==> src/rtl/serial_datapath.sv <==
// Bit-serial ALU datapath: operand shift registers, 1-bit ALU, carry flop,
// result shift register and wrapping bit counter, driven by external strobes.
module serial_datapath #(
  parameter int WIDTH = 8
) (
  input  logic             clk,
  input  logic             rst,
  input  logic [WIDTH-1:0] opa,
  input  logic [WIDTH-1:0] opb,
  input  logic [WIDTH-1:0] imm,
  input  logic             sub,
  input  logic             load_a,
  input  logic             load_b,
  input  logic             shift_a,
  input  logic             shift_b,
  input  logic             shift_out,
  input  logic             load_out,
  input  logic             carry_en,
  input  logic             clr_counter,
  input  logic             en_counter,
  input  logic [1:0]       alu_op,
  output logic             bit_done,
  output logic [WIDTH-1:0] result,
  output logic             cout,
  output logic             result_valid
);

  localparam int CW = (WIDTH <= 2) ? 1 : $clog2(WIDTH);
  localparam logic [CW-1:0] CNT_LAST = CW'(WIDTH - 1);

  logic [WIDTH-1:0] a_reg;
  logic [WIDTH-1:0] b_reg;
  logic [WIDTH-1:0] r_reg;
  logic             c_reg;
  logic [CW-1:0]    cnt;

  logic bit_a;
  logic bit_b;
  logic alu_bit;
  logic carry_nxt;
  logic cnt_last;

  always_comb begin
    bit_a     = a_reg[0];
    bit_b     = b_reg[0] ^ sub;
    carry_nxt = (bit_a & bit_b) | (c_reg & (bit_a ^ bit_b));
    alu_bit   = 1'b0;
    case (alu_op)
      2'b00:   alu_bit = bit_a ^ bit_b ^ c_reg;
      2'b01:   alu_bit = bit_a ^ bit_b;
      2'b10:   alu_bit = bit_a & bit_b;
      default: alu_bit = bit_a | bit_b;
    endcase
    cnt_last = (cnt == CNT_LAST);
    bit_done = en_counter & cnt_last & ~clr_counter & ~rst;
  end

  always_ff @(posedge clk) begin
    if (rst) begin
      a_reg        <= '0;
      b_reg        <= '0;
      r_reg        <= '0;
      c_reg        <= 1'b0;
      cnt          <= '0;
      result       <= '0;
      cout         <= 1'b0;
      result_valid <= 1'b0;
    end else begin
      if (load_a)
        a_reg <= opa;
      else if (shift_a)
        a_reg <= {1'b0, a_reg[WIDTH-1:1]};

      // R-type load overrides the immediate that load_a would place in B
      if (load_b)
        b_reg <= opb;
      else if (load_a)
        b_reg <= imm;
      else if (shift_b)
        b_reg <= {1'b0, b_reg[WIDTH-1:1]};

      if (shift_out)
        r_reg <= {alu_bit, r_reg[WIDTH-1:1]};

      if (clr_counter)
        c_reg <= sub;
      else if (carry_en)
        c_reg <= carry_nxt;

      if (clr_counter)
        cnt <= '0;
      else if (en_counter)
        cnt <= cnt_last ? '0 : cnt + 1'b1;

      if (load_out) begin
        result <= r_reg;
        cout   <= c_reg;
      end
      result_valid <= load_out;
    end
  end

endmodule

==> config.mk <==
export PLATFORM = sky130hd
export DESIGN_NAME = serial_datapath
export DESIGN_NICKNAME = d
export VERILOG_FILES = /design/src/rtl/serial_datapath.sv
export SDC_FILE = /design/constraint.sdc
export NUM_CORES = 1
export LEC_CHECK = 0
export ABC_AREA = 1
export BUFFER_PORTS_ARGS = -buffer_cell sky130_fd_sc_hd__buf_2
export CORE_MARGIN = 2
export CORE_UTILIZATION = 49
export DETAILED_ROUTE_END_ITERATION = 10
export PLACE_DENSITY = 0.76
export SLEW_MARGIN = 5
export SYNTH_ARGS = -nofsm -noshare
export SYNTH_HDL_FRONTEND = slang
export SYNTH_SLANG_ARGS = --single-unit
==> constraint.sdc <==
create_clock -name clk -period 3.35 [get_ports clk]
set_input_delay 0.335 -clock clk [delete_from_list [all_inputs] [get_ports clk]]
set_output_delay 0.335 -clock clk [all_outputs]
set_load 0.01 [all_outputs]
### Yosys cells after proc, flatten, opt, wreduce, memory -nomap -nowiden

Cells that the tools add are included.

* register bits: 38
* input port bits: 38
* logic and storage cells: 38

* muxes and demuxes: 9
* $add $sub $neg: 1
* bitwise gates (word level): 12
* equality and inequality tests: 3
* reductions and logical operators: 5

Operators by type and width (count)
* $mux W8: 5
* $and A1 B1 Y1: 5
* $reduce_bool A2 Y1: 2
* $add A3 B1 Y3 const B: 1
* $eq A3 B3 Y1 const B: 1
* $mux W3: 1
* $pmux W1 S3: 1
* $reduce_bool A3 Y1: 1
* $xor A1 B1 Y1: 3
* $eq A2 B1 Y1 const B: 1
* $eq A2 B2 Y1 const B: 1
* $logic_not A2 Y1: 1
* $mux W1: 2
* $not A1 Y1: 2
* $or A1 B1 Y1: 2
* $reduce_or A2 Y1: 1

### Depth between registers and ports, before layout

Gate-level depths: netlist of run 1.

* depth in word-level cells: 6
* depth in mapped cells: 7
* mapped depth without buffers: 7

### Least setup slack after synthesis of run 1

No wires, ideal clock.

* path type: input to register
* start point: input sub
* end point: register r_reg[7]
* setup time: 0.070 ns
* arrival: 1.288 ns
* slack: 1.992 ns
* stages: 7
* cells stage by stage: xnor2_1 inv_1 fa_1 nand2_1 nand3_1 nand2_1 a21oi_1

* word-level cells in the longest chain between the ends: 4
* elaborated cells on any way between the ends: 6

Ends and longest elaborated chain
* start: declaration: line 11 `input logic sub,`
* $xor A1 B1 Y1 *: line 45 `bit_b = b_reg[0] ^ sub;`
* $xor A1 B1 Y1: line 49, 50
* $xor A1 B1 Y1: line 49 `2'b00: alu_bit = bit_a ^ bit_b ^ c_reg;`
* $pmux W1 S3 *: line 48 `case (alu_op)`
* end signal: assignment: line 83 `r_reg <= {alu_bit, r_reg[WIDTH-1:1]};`
* end: declaration: line 33 `logic [WIDTH-1:0] r_reg;`

Mark *: on every way between the ends. The rest lies on a longest branch, timed or not.
A chain may end at the register's enable or synchronous reset.

### Final worst setup path of run 1

* start point: register cnt[0]
* end point: output bit_done

* word-level cells in the longest chain between the ends: 4

Ends and longest elaborated chain
* start: declaration: line 35 `logic [CW-1:0] cnt;`
* start signal: assignment: line 93 `cnt <= cnt_last ? '0 : cnt + 1'b1;`
* $eq A3 B3 Y1: line 54 `cnt_last = (cnt == CNT_LAST);`
* $and A1 B1 Y1 (3 in a row): line 55 `bit_done = en_counter & cnt_last & ~clr_counter & ~rst;`
* end: declaration: line 22 `output logic bit_done,`

No other way between the ends.

==> results of run 1 <==
cells in the final DEF, fill, tap and decap left out, drive strengths merged:
master	Yosys	routed
nor3	2	2
inv	21	21
a21oi	18	18
a211oi	1	1
clkinv	1	1
nand3	5	5
nor2	44	44
buf	7	48
o21ai	32	32
ha	4	4
nand2	70	70
dfxtp	38	38
clkbuf	2	7
or2	1	1
a31oi	1	1
xnor2	1	1
fa	1	1
how the worst max path moves through the flow:
| stage | start | endpoint | slack (ns) | cells after the start |
|---|---|---|---|---|
| 6_report | cnt[0] | bit_done | 1.68 | 5 |
| 4_1_cts | cnt[0] | bit_done | 1.66 | 5 |
| 2_1_floorplan | sub | r_reg[7] | 1.99 | 7 |
| 3_5_place_dp | sub | r_reg[7] | 1.78 | 8 |
| 5_1_grt | cnt[0] | bit_done | 1.54 | 5 |
| 3_3_place_gp | sub | r_reg[7] | 1.83 | 8 |
per-layer routing:
metal	vias to the layer above	wire length, µm
met5	-	0
met4	0	43
met3	7	201
met2	39	1522
met1	722	1699
li1	881	-
where the power goes:
part / leakage [nW] / total (mW) / internal [mW] / switching [mW]
sequential: 0.314 / 0.497 / 0.481 / 0.0161
combinational: 0.697 / 0.130 / 0.0545 / 0.0750
clock: 0.0254 / 0.223 / 0.0793 / 0.144
cells by family after synthesis:
logic type / after synthesis / synth area share (%)
XOR/XNOR: 1 / 0.5062
buffers and inverters: 31 / 8.531
adder cells (fa/ha/maj): 5 / 4.049
flip-flops: 38 / 43.96
AND/OR/NAND/NOR: 122 / 27.69
AO/OA/AOI/OAI: 52 / 15.26
critical path: stages (launching register included):
cell,delay (ns)
dfxtp_1,0.37
ha_1,0.17
ha_1,0.13
inv_1,0.05
nor3_1,0.14
buf_2,0.15
metrics by stage:
step                      setup WS, ns  hold WS, ns  power, mW  cells  cell area [µm²]
after floorplan                  1.992       0.4332     0.5936    249             1730
after global placement           1.831       0.4526     0.6351    334             1963
after detailed placement         1.782       0.4557     0.6378    334             1963
after CTS                        1.659       0.2202     0.8545    341             2008
after global routing             1.543       0.2299     0.9028    341             2008
final                            1.676       0.2283     0.8497    341             2008
final cells by class:
class,count,area (µm²),area share (%)
Clock buffer,7,45.04,2.243
Inverter,22,82.58,4.112
Multi-Input combinational cell,180,822.0,40.93
Sequential cell,38,760.7,37.88
Tap cell,46,57.56,2.866
Timing Repair Buffer,48,240.2,11.96
==> impl_metrics.tcl, run 1 <==
set metrics [dict create \
    drtIter0Drc 45 \
    syn_area_um2 1730 \
    cp_max_fo 3 \
    dpl.hpwl_um 2463 \
    rr_worst_depth 7 \
    yosysSeqAreaShare_pct 43.96 \
    min-delay-path-class "in -> reg" \
    hold_viol 0 \
    htreeDepth 2 \
    drtPass1Iterations 4 \
    grt_pass1_wl_um 6313 \
    globalRoute.busiestLayer "met2" \
    hold_end "cnt[0]" \
    synth_nets 292 \
    crit-reg2reg-launch "b_reg[0]" \
    final-setup-viol-count 0 \
    yosys_register_bits 38 \
    synth_common_cells "nand2_1, nor2_1, dfxtp_1" \
    clk_pin_slew_ns 0.10 \
    cts_resized 0 \
    synth_edf_count 0 \
    max-cap-violations 0 \
    synth_area_per_cell_um2 6.949 \
    synth_area_leader_cell "dfxtp_1" \
    overflow 0 \
    grt_pass1_vias 1504 \
    grt_max_degree 27 \
    arrival_ns 1.34 \
    leakage_nw 1.036 \
    nets 338 \
    post-route-drc-count 0 \
    post-route-period-util_pct 49.97 \
    synth.most_common_cell "nand2_1" \
    final_util_pct 59.71 \
    synth_cell_types 23 \
    yosys_warnings 0 \
    use_met1_pct 24.83 \
    tightest_slew_ns 0.6142 \
    postCtsSetupBuffers 0 \
    rsz0062_at_grt "no" \
    drv_slew 0 \
    hold_buffers 0 \
    max-vdd-ir-drop_uv 224.1 \
    insertion_delay_ns 0.34 \
    worstSetupEndpointType "output port" \
    avgRoutedWirePerCell_um 10.16 \
    async_flop_share_pct 0 \
    antenna_left 0 \
    syn_to_final_growth_pct 16.05 \
    cts_made_buffers 5 \
    io_buffers 48 \
    fillers 376 \
    netlist.area_leader.share_pct 43.96 \
    use_met2_pct 31.84 \
    min_period_ns 1.674 \
    netlist_top_cells_area "dfxtp_1, nand2_1, nor2_1, o21ai_0, a21oi_1" \
    r2r_slack_ns 1.89 \
    die-area_um2 4023 \
    cp.required_ns 3.01 \
    cts.sinks 38 \
    drive_above_1_share_pct 19.66 \
    core.rowCount 21 \
    fin_skew_ns 0.008413 \
    cts_root_buffer "clkbuf_4" \
    cts_tree "done" \
    n_antenna_cell 0 \
    max-slew-margin-rel_pct 59.01 \
    wl_um 3466 \
    gr-usage-all-layers_pct 19.59 \
    antenna_found_initial 0 \
    core_region_area_um2 3363 \
    r2r-end "r_reg[7]" \
    crit_type "reg -> out" \
    grtUsageMet3_pct 5.714 \
    whs_path_depth 2 \
    die_w_um 63.43 \
    cts_max_path_buffers 2 \
    finalSetupTns_ns 0 \
    synth-main-ff-cell "dfxtp_1" \
    place_congestion 0.8278 \
    crit_path_start_kind "flop" \
    pin_count 49 \
    via_per_inst 4.836 \
    status "finished, final reports clean" \
    dr_total_vias 1649 \
    syn_inst 249 \
    start_util_pct 51.45 \
    fmax_mhz 597.3 \
    power_density_nw_per_um2 423.1 \
    min-delay-start "en_counter" \
    fp.dieH_um 63.43 \
]
(Power assumes the default switching activity.)
==> run 2, diff against run 1 <==
Clock period 3.35 ns to 1.63 ns, I/O delays scaled along.
==> run 2 against run 1 <==
  * Design area up 0.87%
  * Setup slack worse by 1.5 ns
  * Sequential power is 110% higher
  * Critical path type unchanged
  * Critical endpoint unchanged
  * Highest routed layer unchanged
==> impl_metrics.tcl, run 2 (synthesis results as in run 1) <==
set metrics [dict create \
    io_buffers 48 \
    dr_wl_met2_um 1546 \
    clk_pin_slew_ns 0.10 \
    place_congestion 0.8356 \
    pin_count 49 \
    slowest_delay_ns 0.36 \
    hold_viol 0 \
    fmax_mhz 670.9 \
    crit_cells 5 \
    die-area_um2 4023 \
    rr_worst_depth 7 \
    dr.max_layer_used "met4" \
    n_antenna_cell 0 \
    drtPass1Iterations 4 \
    cts_resized 0 \
    max-cap-violations 0 \
    core_region_area_um2 3363 \
    grt_max_degree 20 \
    dr_total_vias 1636 \
    overflow 0 \
    min_period_ns 1.490 \
    grt_pass1_vias 1516 \
    drive_above_1_share_pct 20.88 \
    cts_max_path_buffers 2 \
    cts_tree "done" \
    syn_to_final_growth_pct 17.06 \
    finalSetupTns_ns 0 \
    multiInputGateArea_um2 822.0 \
    hold_buffers 0 \
    avgRoutedWirePerCell_um 10.18 \
    final_cell_mix "nand2_1, buf_2, nor2_1, dfxtp_1, o21ai_0" \
    insertion_delay_ns 0.33 \
    whs_path_depth 2 \
    cts.sinks 38 \
    crit_path_frequent_cell "ha_1" \
    start_util_pct 51.45 \
    fp.dieH_um 63.43 \
    leakage_nw 1.051 \
    final-setup-viol-count 0 \
    tightest_slew_ns 0.4267 \
    cp_slowest_cell "dfxtp_1" \
    fillers 337 \
    gr-usage-all-layers_pct 20.11 \
    via_per_inst 4.770 \
    status "finished, final reports clean" \
    wl_um 3493 \
    crit_chain "ha_1 -> ha_1 -> inv_1 -> nor3_1 -> buf_2" \
    ff_latch_area_um2 760.7 \
    fin_skew_ns 0.008505 \
    post-route-drc-count 0 \
    wl_met1_um 1690 \
    antenna_found_initial 0 \
    drtIter0Drc 102 \
    rsz0062_at_grt "no" \
    final_common_cell "nand2_1" \
    antenna_left 0 \
    nets 340 \
    cp.required_ns 1.47 \
    crit_buf_inv 2 \
    power_density_nw_per_um2 854.3 \
    max-slew-margin-rel_pct 71.45 \
    wl_met3_um 221 \
    min-delay-path-class "in -> reg" \
    worstSetupEndpointType "output port" \
    cts_made_buffers 5 \
    dpl.hpwl_um 2515 \
    max-vdd-ir-drop_uv 459.1 \
    crit_type "reg -> out" \
    drv_slew 0 \
    postCtsSetupBuffers 0 \
    cp_top_family "flip-flops" \
    cp_max_fo 3 \
    arrival_ns 1.33 \
    total_power_mw 1.731 \
    crit_path_start_kind "flop" \
    die_w_um 63.43 \
    grt_pass1_wl_um 6389 \
    post-route-period-util_pct 91.44 \
    cts_root_buffer "clkbuf_4" \
    htreeDepth 2 \
    core.rowCount 21 \
]
[run 2: cell types whose count changed in the layout (fill, tap and decap cells not counted), sizes merged]
| cell | change |
|---|---|
| buf | +2 |
| clkbuf | -2 |
| clkinv | +2 |
[run 2: through the flow]
step                worst slack (ns)  hold WS [ns]  area (µm²)  util (%)  std cells
floorplan                     0.2890        0.2612        1730         -        249
global placement              0.2572        0.4184        1978     58.82        336
detailed placement            0.1839        0.4180        1978     58.82        336
CTS                           0.1089       0.03397        2026     60.23        343
global route                 0.02261       0.05072        2026     60.23        343
finish                        0.1396       0.06325        2026     60.23        343
[run 2: path summary, 6_finish.rpt]
path,slack (ns),startpoint,endpoint
worst max register to register,0.18,b_reg[0],r_reg[7]
worst min-delay path,0.06,en_counter,cnt[0]
worst max-delay path,0.14,cnt[0],bit_done
worst min register to register,0.47,a_reg[5],a_reg[5]
[run 2: layer usage]
layer / track usage (%) / up-vias
li1: - / 880
met4: 8.967 / 0
met5: 0 / -
met3: 5.536 / 4
met2: 32.89 / 56
met1: 24.61 / 696
[run 2: final cells by class]
type	count	area share, %
multi-input cells	180	40.58
repair buffers	50	12.60
well taps	46	2.841
clock inverters	2	0.4941
flip-flops and latches	38	37.55
inverters	22	4.077
clock buffers	5	1.853
[run 2: power by group]
part	internal [mW]	switching (mW)	total [mW]
clock	0.155	0.282	0.437
sequential	0.988	0.0329	1.02
combinational	0.115	0.157	0.272
[run 2: worst reg2reg max path, cell delays in order (launching register included)]
cell	delay, ns
dfxtp_1	0.34
xnor2_1	0.20
inv_1	0.10
fa_1	0.48
nand2_1	0.05
nand3_1	0.06
nand2_1	0.06
a21oi_1	0.11
